===== config.mk =====
export PLATFORM = sky130hd
export DESIGN_NAME = seg_scan_ctrl_flat
export DESIGN_NICKNAME = d
export VERILOG_FILES = /design/src/rtl/seg_scan_ctrl_if.sv /design/src/rtl/seg_scan_ctrl.sv /design/src/flat_wrapper.sv
export SDC_FILE = /design/constraint.sdc
export NUM_CORES = 1
export LEC_CHECK = 0
export ABC_AREA = 1
export BUFFER_PORTS_ARGS = -buffer_cell sky130_fd_sc_hd__buf_4
export CAP_MARGIN = 20
export CELL_PAD_IN_SITES_DETAIL_PLACEMENT = 1
export CELL_PAD_IN_SITES_GLOBAL_PLACEMENT = 1
export CORE_MARGIN = 2
export CORE_UTILIZATION = 51
export CTS_BUF_LIST = sky130_fd_sc_hd__clkbuf_4
export DETAILED_ROUTE_END_ITERATION = 16
export GPL_TIMING_DRIVEN = 0
export HOLD_SLACK_MARGIN = 0.12
export PLACE_DENSITY = 0.89
export SLEW_MARGIN = 30
export SYNTH_ARGS = -nofsm -noshare
export SYNTH_HDL_FRONTEND = slang
export SYNTH_SLANG_ARGS = --single-unit

===== constraint.sdc =====
create_clock -name clk -period 5.2 [get_ports clk]
set_clock_uncertainty 0.1 [all_clocks]
set_input_delay 0.52 -clock clk [delete_from_list [all_inputs] [get_ports clk]]
set_output_delay 0.52 -clock clk [all_outputs]
set_load 0.01 [all_outputs]

===== src/rtl/seg_scan_ctrl_if.sv =====
`timescale 1ns/1ps
`default_nettype none
// ============================================================================
// Module   : seg_scan_ctrl_if
// Brief    : Shadow-register write port and commit strobe for seg_scan_ctrl.
// Revision : 1.0 - initial release
// ============================================================================
interface seg_scan_ctrl_if;
    logic       wr_valid;
    logic       wr_ready;
    logic [2:0] wr_addr;
    logic [3:0] wr_data;
    logic       commit;

    modport master (output wr_valid, wr_addr, wr_data, commit, input wr_ready);
    modport slave  (input wr_valid, wr_addr, wr_data, commit, output wr_ready);
endinterface
`default_nettype wire


===== src/rtl/seg_scan_ctrl.sv =====
`timescale 1ns/1ps
`default_nettype none
// ============================================================================
// Module   : seg_scan_ctrl
// Brief    : Multiplexed 7-segment scanner with double-buffered digit values.
// Revision : 1.0 - initial release
// ============================================================================
module seg_scan_ctrl #(
    parameter int NDIG  = 8,
    parameter int DIV   = 50000,
    parameter int GUARD = 2
) (
    input  wire logic            clk,
    input  wire logic            rst_n,
    input  wire logic            en,
    input  wire logic [NDIG-1:0] mask,
    seg_scan_ctrl_if.slave       wr,
    output logic [6:0]           seg,
    output logic [NDIG-1:0]      an,
    output logic                 frame_done
);

    localparam int            c_cmax       = (DIV > GUARD) ? DIV : GUARD;
    localparam int            c_cw         = $clog2(c_cmax + 1);
    localparam logic [c_cw-1:0] c_div_last   = c_cw'(DIV - 1);
    localparam logic [c_cw-1:0] c_guard_last = c_cw'(GUARD - 1);
    localparam logic [2:0]    c_idx_last   = 3'(NDIG - 1);
    localparam logic [6:0]    c_blank      = 7'h7F;

    typedef enum logic [1:0] {
        ST_OFF   = 2'd0,
        ST_DRIVE = 2'd1,
        ST_GUARD = 2'd2
    } state_t;

    state_t          r_state;
    logic [c_cw-1:0] r_cnt;
    logic [2:0]      r_idx;
    logic            r_pending;
    logic [3:0]      r_shadow [NDIG];
    logic [3:0]      r_active [NDIG];

    logic [3:0]      w_cur_nib;
    logic            w_cur_on;
    logic [NDIG-1:0] w_an_sel;
    logic            w_drive_end;
    logic            w_guard_end;
    logic            w_adv;
    logic            w_wrap;
    logic            w_copy;
    logic            w_wr_fire;
    logic [2:0]      w_idx_next;

    function automatic logic [6:0] f_decode(input logic [3:0] nib);
        case (nib)
            4'h0: f_decode = 7'h01;
            4'h1: f_decode = 7'h4F;
            4'h2: f_decode = 7'h12;
            4'h3: f_decode = 7'h06;
            4'h4: f_decode = 7'h4C;
            4'h5: f_decode = 7'h24;
            4'h6: f_decode = 7'h20;
            4'h7: f_decode = 7'h0F;
            4'h8: f_decode = 7'h00;
            4'h9: f_decode = 7'h04;
            4'hA: f_decode = 7'h08;
            4'hB: f_decode = 7'h60;
            4'hC: f_decode = 7'h31;
            4'hD: f_decode = 7'h42;
            4'hE: f_decode = 7'h30;
            default: f_decode = 7'h38;
        endcase
    endfunction

    // Digit select by comparison keeps every index inside the NDIG-entry arrays.
    always_comb begin
        w_cur_nib = 4'h0;
        w_cur_on  = 1'b0;
        w_an_sel  = '1;
        for (int i = 0; i < NDIG; i++) begin
            if (r_idx == 3'(i)) begin
                w_cur_nib   = r_active[i];
                w_cur_on    = mask[i];
                w_an_sel[i] = 1'b0;
            end
        end
    end

    assign w_drive_end = (r_state == ST_DRIVE) && (r_cnt == c_div_last);
    assign w_guard_end = (r_state == ST_GUARD) && (r_cnt == c_guard_last);
    assign w_adv       = (GUARD == 0) ? w_drive_end : w_guard_end;
    assign w_wrap      = en && w_adv && (r_idx == c_idx_last);
    assign w_idx_next  = (r_idx == c_idx_last) ? 3'd0 : r_idx + 3'd1;
    assign w_wr_fire   = wr.wr_valid && !r_pending;
    // OFF copies unconditionally; while scanning the frame wrap is the only copy point.
    assign w_copy      = r_pending && ((r_state == ST_OFF) || w_wrap);
    assign wr.wr_ready = ~r_pending;

    always_ff @(posedge clk or negedge rst_n) begin
        if (!rst_n) begin
            r_state    <= ST_OFF;
            r_cnt      <= '0;
            r_idx      <= 3'd0;
            seg        <= c_blank;
            an         <= '1;
            frame_done <= 1'b0;
        end else if (!en) begin
            r_state    <= ST_OFF;
            r_cnt      <= '0;
            r_idx      <= 3'd0;
            seg        <= c_blank;
            an         <= '1;
            frame_done <= 1'b0;
        end else begin
            frame_done <= w_wrap;
            if ((r_state == ST_DRIVE) && w_cur_on) begin
                seg <= f_decode(w_cur_nib);
                an  <= w_an_sel;
            end else begin
                seg <= c_blank;
                an  <= '1;
            end
            case (r_state)
                ST_OFF: begin
                    r_state <= ST_DRIVE;
                    r_cnt   <= '0;
                    r_idx   <= 3'd0;
                end
                ST_DRIVE: begin
                    if (w_drive_end) begin
                        r_cnt <= '0;
                        if (GUARD == 0) begin
                            r_idx <= w_idx_next;
                        end else begin
                            r_state <= ST_GUARD;
                        end
                    end else begin
                        r_cnt <= r_cnt + c_cw'(1);
                    end
                end
                ST_GUARD: begin
                    if (w_guard_end) begin
                        r_state <= ST_DRIVE;
                        r_cnt   <= '0;
                        r_idx   <= w_idx_next;
                    end else begin
                        r_cnt <= r_cnt + c_cw'(1);
                    end
                end
                default: begin
                    r_state <= ST_OFF;
                    r_cnt   <= '0;
                    r_idx   <= 3'd0;
                end
            endcase
        end
    end

    // Addresses at or above NDIG match no entry, so such writes fall away.
    always_ff @(posedge clk or negedge rst_n) begin
        if (!rst_n) begin
            r_pending <= 1'b0;
            for (int i = 0; i < NDIG; i++) begin
                r_shadow[i] <= 4'h0;
                r_active[i] <= 4'h0;
            end
        end else begin
            for (int i = 0; i < NDIG; i++) begin
                if (w_wr_fire && (wr.wr_addr == 3'(i))) begin
                    r_shadow[i] <= wr.wr_data;
                end
                if (w_copy) begin
                    r_active[i] <= r_shadow[i];
                end
            end
            if (w_copy) begin
                r_pending <= 1'b0;
            end else if (wr.commit) begin
                r_pending <= 1'b1;
            end
        end
    end

endmodule
`default_nettype wire


===== src/flat_wrapper.sv =====
// flat-port wrapper written by rule: the top's interface ports become plain ports
module seg_scan_ctrl_flat 
#(
    parameter int NDIG  = 8,
    parameter int DIV   = 50000,
    parameter int GUARD = 2
)
  (clk, rst_n, en, mask, seg, an, frame_done, wr_wr_valid, wr_wr_addr, wr_wr_data, wr_commit, wr_wr_ready);
  seg_scan_ctrl_if wr_i ();
  input  wire logic clk;
  input  wire logic rst_n;
  input  wire logic en;
  input  wire logic [NDIG-1:0] mask;
  output logic [6:0] seg;
  output logic [NDIG-1:0] an;
  output logic frame_done;
  input wire logic [$bits(wr_i.wr_valid)-1:0] wr_wr_valid;
  input wire logic [$bits(wr_i.wr_addr)-1:0] wr_wr_addr;
  input wire logic [$bits(wr_i.wr_data)-1:0] wr_wr_data;
  input wire logic [$bits(wr_i.commit)-1:0] wr_commit;
  output wire logic [$bits(wr_i.wr_ready)-1:0] wr_wr_ready;
  assign wr_i.wr_valid = wr_wr_valid;
  assign wr_i.wr_addr = wr_wr_addr;
  assign wr_i.wr_data = wr_wr_data;
  assign wr_i.commit = wr_commit;
  assign wr_wr_ready = wr_i.wr_ready;
  seg_scan_ctrl #(.NDIG(NDIG), .DIV(DIV), .GUARD(GUARD)) u_core (.clk(clk), .rst_n(rst_n), .en(en), .mask(mask), .wr(wr_i), .seg(seg), .an(an), .frame_done(frame_done));
endmodule

* Yosys cells after proc, flatten, opt, wreduce, memory -nomap -nowiden
Memory sizes are Yosys's and may differ from the RTL's.
Cells that the tools add are included.
** Storage, ports and cells
- Register bits :: 102
- Bits in latches :: 0
- Bits in writable memories :: 0
- Bits in read-only memories :: 112
- Input bits :: 20
- Output and inout bits :: 17
- Memories :: 1
** Operators by class
- Add/subtract/negate cells :: 2
- $mul :: 0
- Div/mod/pow operators :: 0
- Magnitude comparators :: 0
- Equality and inequality tests :: 21
- Shifts and indexed selects :: 0
- Mux-type cells :: 43
- Bitwise logic cells :: 1
- Reduce and logical (&&, ||, !) cells :: 23
** Memory list
- (name not given) :: words 16, width 7, read ports 1, clocked after Yosys merged registers in 0, wr ports 0, line seg_scan_ctrl.sv:55 : case (nib)
** Operators by type and width (count)
- two-way mux 16 bit :: 3
- two-way mux 4 bit :: 8
- one-hot mux 16 bit (2 select lines) :: 1
- equality test 3 bit (second input constant) :: 8
- two-way mux 1 bit :: 19
- adder 16 x 1 -> 16 bit (second input constant) :: 1
- equality test 16 x 1 -> 1 bit (second input constant) :: 1
- equality test 16 bit (second input constant) :: 1
- two-way mux 8 bit :: 2
- logical AND 1 bit :: 15
- two-way mux 7 bit :: 2
- equality test 3 x 2 -> 1 bit (second input constant) :: 4
- two-way mux 3 bit :: 3
- equality test 3 x 1 -> 1 bit (second input constant) :: 2
- logical NOT 3 bit :: 2
- two-way mux 2 bit :: 3
- inequality test 3 x 2 -> 1 bit (second input constant) :: 2
- one-hot mux 2 bit (3 select lines) :: 1
- one-hot mux 3 bit (2 select lines) :: 1
- AND reduction 2 bit :: 2
- adder 3 x 1 -> 3 bit (second input constant) :: 1
- equality test 2 x 1 -> 1 bit (second input constant) :: 1
- equality test 2 bit (second input constant) :: 1
- logical NOT 2 bit :: 1
- 5 further kinds :: 5

* Depth between registers and ports, before layout
Gate-level depths: netlist of run 1.
- Depth after elaboration :: 12
- Mapped depth :: 21
- Depth with buffers taken out :: 21

* Worst setup path before layout of run 1
Ideal clock, no wire load.
- Path kind :: register -> register
- From :: register u_core.r_idx[0]
- To :: register u_core.seg[3]
- Library setup time :: 0.083 ns
- Arrival time :: 2.076 ns
- Data required time :: 5.017 ns
- Slack :: 2.941 ns
- Stages on the path, launching flop included :: 20
- Path buffers :: 0
- Period minus slack after synthesis :: 2.259 ns
- Cell sequence :: dfrtp_1 ha_1 ha_1 inv_1 nand2_1 inv_1 nand2_1 nand2_1 nand2_1 nand2_1 nand2_1 nand2_1 nand2_1 nand2_1 inv_1 ha_1 nand3_1 nor2_1 nor2_1 nand3_1
** Between the ends
- Cells in the longest elaborated chain, start to end :: 12
- Elaborated cells between the ends (all ways) :: 28
** Ends and longest elaborated chain
- start: declaration :: line seg_scan_ctrl.sv:38 : logic [2:0] r_idx;
- start signal: assignment :: line seg_scan_ctrl.sv:133 : r_idx <= w_idx_next;
- start signal: assignment :: line seg_scan_ctrl.sv:145 : r_idx <= w_idx_next;
- logical NOT 3 bit :: line seg_scan_ctrl.sv:81 : if (r_idx == 3'(i)) begin
- two-way mux 4 bit or two-way mux 1 bit (tied branches) (8 in series) :: line seg_scan_ctrl.sv:81
- memory (16 x 7 bit) or logical AND 1 bit (tied branches)
- two-way mux 7 bit (*) :: line seg_scan_ctrl.sv:116 : if ((r_state == ST_DRIVE) && w_cur_on) begin
- two-way mux 7 bit (*) :: line seg_scan_ctrl.sv:107 : end else if (!en) begin
- end signal: assignment :: line seg_scan_ctrl.sv:111 : seg <= c_blank;
- end signal: assignment :: line seg_scan_ctrl.sv:117 : seg <= f_decode(w_cur_nib);
- end signal: assignment :: line seg_scan_ctrl.sv:120 : seg <= c_blank;
- end: declaration :: line seg_scan_ctrl.sv:18 : output logic [6:0] seg,
Mark *: on every way between the ends. The rest lies on a longest branch, timed or not.
A chain may end at the register's enable or synchronous reset.

* Final worst setup path of run 1
- From :: register u_core.r_idx[2]
- To :: register u_core.seg[3]
The elaborated chain is that of the path after synthesis.

==> results of run 1 <==
worst min-delay path by stage:
stage | endpoint | start | cells past startpoint
after global routing | u_core.r_pending | wr_commit | 3
after global placement | u_core.r_active[20] | u_core.r_shadow[20] | 2
after CTS | u_core.r_pending | wr_commit | 3
after detailed placement | u_core.r_active[27] | u_core.r_shadow[27] | 2
after floorplan | u_core.frame_done | rst_n | 0
final | u_core.r_pending | wr_commit | 3
area by class of cell:
| type | instances | area, um^2 |
|---|---|---|
| Buffer | 11 | 80.1 |
| Multi-Input combinational cell | 425 | 2060 |
| Timing Repair Buffer | 37 | 287 |
| Clock inverter | 6 | 85.1 |
| Clock buffer | 10 | 75.1 |
| Tap cell | 133 | 166 |
| Inverter | 71 | 269 |
| Fill cell | 1238 | 4050 |
| Sequential cell | 102 | 2570 |
state kept, by name (all words and copies together), names as in the netlist:
register	cells
u_core.r_shadow	32
u_core.seg	7
u_core.frame_done	1
u_core.r_idx	3
u_core.r_state	2
u_core.an	8
u_core.r_cnt	16
u_core.r_pending	1
u_core.r_active	32
layer usage:
metal,wire [um],vias up,share of wire (%),global-route usage (%)
li1,-,1991,-,-
met1,5430,2032,44,31.5
met2,6340,48,51,46.4
met3,262,20,2.1,2.92
met4,303,0,2.5,10.0
met5,0,-,0,0
through the flow:
step	instances	util, %	hold WS, ns
floorplan	609	-	0.124
global placement	778	56.2	0.359
detailed placement	778	56.2	0.371
CTS	795	58.0	0.169
global route	795	58.0	0.177
finish	795	58.0	0.178
power by group through the flow:
| stage | Combinational (W) | Sequential (W) | Clock (W) |
|---|---|---|---|
| 2_1_floorplan | 0.000615 | 0.00118 | 0 |
| 3_3_place_gp | 0.000816 | 0.00120 | 0 |
| 3_5_place_dp | 0.000889 | 0.00122 | 0 |
| 4_1_cts | 0.000903 | 0.00121 | 0.000473 |
| 5_1_grt | 0.00103 | 0.00124 | 0.000509 |
| 6_report | 0.000892 | 0.00121 | 0.000468 |
layout by cell type (no fill, tap or decap), types with 2 or more instances in the layout:
master / count
nand2_1: 215
dfrtp_1: 87
inv_1: 65
nor2_1: 49
o21ai_0: 49
buf_4: 38
nand3_1: 35
ha_1: 18
dfstp_2: 15
clkbuf_4: 10
nand2_2: 8
xor2_1: 8
nand4_1: 5
inv_2: 5
nor2_2: 5
a21oi_1: 5
o21ai_1: 4
nor3_1: 3
nor3b_1: 3
buf_6: 3
buf_2: 3
nand3b_1: 2
o31ai_1: 2
bufinv_16: 2
tightest hold or removal path, cell delays in order:
cell and delay, ns:
buf_4 0.08, nor2_1 0.03, nor2_1 0.08
cells by family after synthesis:
| family | share of synthesized area, % |
|---|---|
| AOI/OAI and AO/OA | 6.91 |
| xor gates and xnor gates | 1.41 |
| adders and majority gates | 4.52 |
| buffers and inverters | 7.01 |
| DFF | 51.6 |
| and+or+nand+nor | 28.5 |
==> flow_summary.toml, run 1 <==
[synth]
ys_seq_area_share_pct = 51.6
synth.yosys.warnings = 0
synth_top_area_share_pct = 43.7
synth_top_flop_cell = "dfrtp_1"
synth.area.top_cells = "dfrtp_1, nand2_1, dfstp_2"
ys_seq_elements = 102
synthArstFlopShare_pct = 100
ys_types = 39
avgSynthCellArea_um2 = 8.18
synthMostInstantiatedCell = "nand2_1"
synth_fp_nets = 647
syn_inst = 609
synth-edff-count = 0
synth_largest_area_cell = "dfrtp_1"
netlist_top_cells_count = "nand2_1, dfrtp_1, inv_1"
synth_area_um2 = 4980

[timing]
fin_tns_setup_ns = 0
setup_viol = 0
max_freq_mhz = 360
rsz0062_at_grt = "no"
max_slew_margin_pct = 45.1
setup_slack_ns = 2.42
min_period_over_period_pct = 53.4
post-route-min-period_ns = 2.78
hold_violations = 0
drv_slew = 0
worstMarginPinSlew_ns = 0.823

[clock_network]
cts-htree-levels = 3
clkTransAtPathRegs_ns = 0.16
cts_buffers = 9
cts_root_buf = "clkbuf_4"
ctsResizeCount = 0
cts_tree = "built"
cts_setup_buffers = 0
clock_path_buffers = 2
clock-sinks = 102
clk_latency_ns = 0.47
holdBufCountCts = 1

[die]
die_w_um = 103
die_area_um2 = 10600
rows = 36
core_area_um2 = 9640
die_y_um = 103
io_pins = 37
start_util_pct = 51.7

[grt]
grt_pass1_vias = 4384
antenna_found_initial = 0
overflow = 0
grt_first_pass_wirelength_um = 21000
grtUsageTotal_pct = 25.7
grt_max_degree = 103

[power_and_ir_drop]
p_leak_nw = 2.80
pwr-share-comb_pct = 34.7
p_seq_share_pct = 47.1
p_sw_share_pct = 38.9
power_w = 0.00257
intPower_w = 0.00157
powerDensity_nw_per_um2 = 459
pwr-share-clk_pct = 18.2
netSwitchingPower_w = 0.00100
peakVddDrop_uv = 190

[drt]
viasPerCell = 5.15
drt_iter0_drc = 125
ant_nets = 0
first_pass_iters = 4
wl_per_cell_um = 15.5
drcViolationCount = 0
drt-total-wl_um = 12300
vias = 4091

[status]
status = "complete, no violations"

[placement]
port_buffers = 36
finalWeightedCongestion = 0.896
placed_cell_area_um2 = 5420
preCtsSetupSlack_ns = 2.48
dp_hpwl_um = 9220

[worst_setup_path]
path_max_fanout = 8
endpoint = "u_core.seg[3]"
cp.depth = 20
regToRegEndpoint = "u_core.seg[3]"
cp_slowest_cell = "dfrtp_1"
cp.required_ns = 5.51
reg2reg_from = "u_core.r_idx[2]"
worst-endpoint-arrival_ns = 3.09
startpoint_type = "register"
cpPeakStageDelay_ns = 0.44
path_buf_inv = 5
critPathTopFamily = "simple AND/OR/NAND/NOR gates"
regToRegSetupSlack_ns = 2.42
cp-end-kind = "register"
crit_type = "reg -> reg"
path_common_cell = "nand2_1"
setup.worst_path.start = "u_core.r_idx[2]"
reg2reg_depth = 20
worstPathCellList = "buf_6 -> inv_4 -> ha_1 -> inv_1 -> nand2_1 -> inv_1 -> nand2_1 -> nand2_1 -> nand2_1 -> nand2_1 -> nand2_1 -> nand2_1 -> nand2_1 -> nand2_1 -> inv_1 -> ha_1 -> nand3_1 -> nor2_1 -> nor2_1 -> nand3_1"

[cells_and_area]
drive_above_1_share_pct = 15.7
n_antenna_cell = 0
areaGrowthSynthToFinish_pct = 12.3
num-nets-final = 695
stdcell_area_um2 = 5590

[flow_run]
maxCapViolCount = 0

[hold_path]
hold_class = "in -> reg"
Power figures use the tool's default switching activity.
==> inputs of run 2 (changes only) <==
--- a/config.mk
+++ b/config.mk
@@ -11,12 +11,12 @@
 export CELL_PAD_IN_SITES_DETAIL_PLACEMENT = 1
 export CELL_PAD_IN_SITES_GLOBAL_PLACEMENT = 1
 export CORE_MARGIN = 2
-export CORE_UTILIZATION = 51
+export CORE_UTILIZATION = 42
 export CTS_BUF_LIST = sky130_fd_sc_hd__clkbuf_4
 export DETAILED_ROUTE_END_ITERATION = 16
 export GPL_TIMING_DRIVEN = 0
 export HOLD_SLACK_MARGIN = 0.12
-export PLACE_DENSITY = 0.89
+export PLACE_DENSITY = 0.78
 export SLEW_MARGIN = 30
 export SYNTH_ARGS = -nofsm -noshare
 export SYNTH_HDL_FRONTEND = slang
==> constraint.sdc (replaced) <==
create_clock -name clk -period 2.24 [get_ports clk]
set_clock_uncertainty 0.1 [all_clocks]
set_input_delay 0.224 -clock clk [delete_from_list [all_inputs] [get_ports clk]]
set_output_delay 0.224 -clock clk [all_outputs]
set_load 0.01 [all_outputs]
==> flow_summary.toml, run 2 (synthesis results as in run 1) <==
[status]
status = "complete, but fails checks"
violations = "design-rule violations, negative setup slack"

[drt]
viasPerCell = 5.00
wl_per_cell_um = 16.2
drcViolationCount = 3
first_pass_iters = 10
drt_iter0_drc = 192
vias = 4199
ant_nets = 0
drt-total-wl_um = 13600

[cells_and_area]
layout_common_cells = "nand2_1, dfrtp_1, inv_1"
stdcell_area_um2 = 6150
areaGrowthSynthToFinish_pct = 23.4
reg_top3 = "u_core.r_active (32), u_core.r_shadow (32), u_core.r_cnt (16)"
drive_above_1_share_pct = 25.0
num-nets-final = 729
final_common_cell = "nand2_1"
fillCellCount = 1358
n_antenna_cell = 0

[clock_network]
clk_latency_ns = 0.49
cts_root_buf = "clkbuf_4"
clock-sinks = 102
cts_tree = "built"
clock_path_buffers = 2
cts_buffers = 9
clkTransAtPathRegs_ns = 0.18
cts-htree-levels = 3

[worst_setup_path]
path_max_fanout = 9
crit_type = "reg -> reg"
startpoint_type = "register"
cp.required_ns = 2.57
regToRegSetupSlack_ns = -0.18
reg2reg_depth = 18
cp-end-kind = "register"
worst-endpoint-arrival_ns = 2.75

[power_and_ir_drop]
power_w = 0.00629
powerDensity_nw_per_um2 = 1020
p_leak_nw = 2.99
peakVddDrop_uv = 417

[timing]
max_slew_margin_pct = 44.6
setup_viol = 15
drv_slew = 0
max_freq_mhz = 413
setup_slack_ns = -0.181
rsz0062_at_grt = "yes"
min_period_over_period_pct = 108
hold_violations = 0
fin_tns_setup_ns = -1.28
worstMarginPinSlew_ns = 0.825
post-route-min-period_ns = 2.42

[grt]
antenna_found_initial = 0
grt_pass1_vias = 4461
grt_first_pass_wirelength_um = 21500
overflow = 0
grtUsageTotal_pct = 21.1
grt_max_degree = 103

[die]
die_area_um2 = 12700
die_y_um = 113
io_pins = 37
start_util_pct = 43.3
rows = 39
core_area_um2 = 11500
die_w_um = 113

[placement]
dp_hpwl_um = 8810
placed_cell_area_um2 = 5440
finalWeightedCongestion = 0.858
port_buffers = 36

[hold_path]
min_path_cells = 3
hold_class = "in -> reg"

[flow_run]
maxCapViolCount = 0
==> run 2: cell count changes in the layout (fill, tap and decap cells not counted), moves of 8 or more <==
cell           delta
buf_4            +16
nand2_1          -12
dlygate4sd3_1    +11
ha_1             -11
ha_4              +8
nand2_2           +8
==> run 2: worst max-delay path, cell delays in order (launching register included) <==
cell     delay (ns)
dfrtp_2        0.51
inv_4          0.11
ha_4           0.15
nand2_2        0.13
inv_1          0.14
nand2_1        0.08
nand2_1        0.08
inv_1          0.07
nand2_1        0.08
nand2_1        0.07
nand2_2        0.08
nand2_4        0.07
nand2_4        0.11
inv_6          0.05
ha_4           0.17
nand3_4        0.07
nor2_1         0.05
nor2_1         0.13
nand3_2        0.08
==> run 2: worst paths after layout <==
check / from / to
max: u_core.r_idx[0] / u_core.seg[3]
min: wr_wr_valid / u_core.r_shadow[12]
max reg2reg: u_core.r_idx[0] / u_core.seg[3]
min reg2reg: u_core.r_shadow[13] / u_core.r_active[13]
max in group asynchronous: rst_n / u_core.r_idx[1]
min in group asynchronous: rst_n / u_core.r_idx[0]
==> run 2: timing repair <==
item | in CTS | in global routing
pin swaps | 21 | 20
hold endpoints to repair | 127 | 0
cloned | 0 | 2
resized for setup | 42 | 33
setup endpoints to repair | 15 | 57
hold buffers | 12 | 0
setup buffers | 11 | 10
==> run 2: final cells by class <==
cell class,instances,area [um^2],area share (%)
well taps,143,179,2.91
flip-flops and latches,102,2570,41.9
clock buffers,10,75.1,1.22
clock inverters,6,45.0,0.733
plain buffers,11,85.1,1.38
repair buffers,71,612,9.95
inverters,71,292,4.74
multi-input cells,425,2290,37.2
==> run 2: where the power goes <==
part | internal (W) | total [W] | switching, W
Clock | 0.000252 | 0.000911 | 0.000659
Sequential | 0.00246 | 0.00280 | 0.000332
Combinational | 0.000999 | 0.00258 | 0.00158
==> run 2: metrics by stage <==
step	cells	setup slack, ns	utilization [%]	hold WS, ns
floorplan	609	0.0297	-	-0.172
global placement	788	-0.319	47.2	0.349
detailed placement	788	-0.366	47.2	0.297
CTS	827	-0.0182	51.3	0.122
global route	839	-0.393	53.4	0.196
finish	839	-0.181	53.4	0.150
==> run 2: per-layer routing <==
metal | part of all wire, % | global-route usage (%) | routed length (um) | vias to the layer above
li1 | - | - | - | 2063
met1 | 45 | 26.6 | 6120 | 2061
met2 | 51 | 37.2 | 6870 | 54
met3 | 1.9 | 2.30 | 260 | 21
met4 | 2.5 | 8.78 | 344 | 0
met5 | 0 | 0 | 0 | -
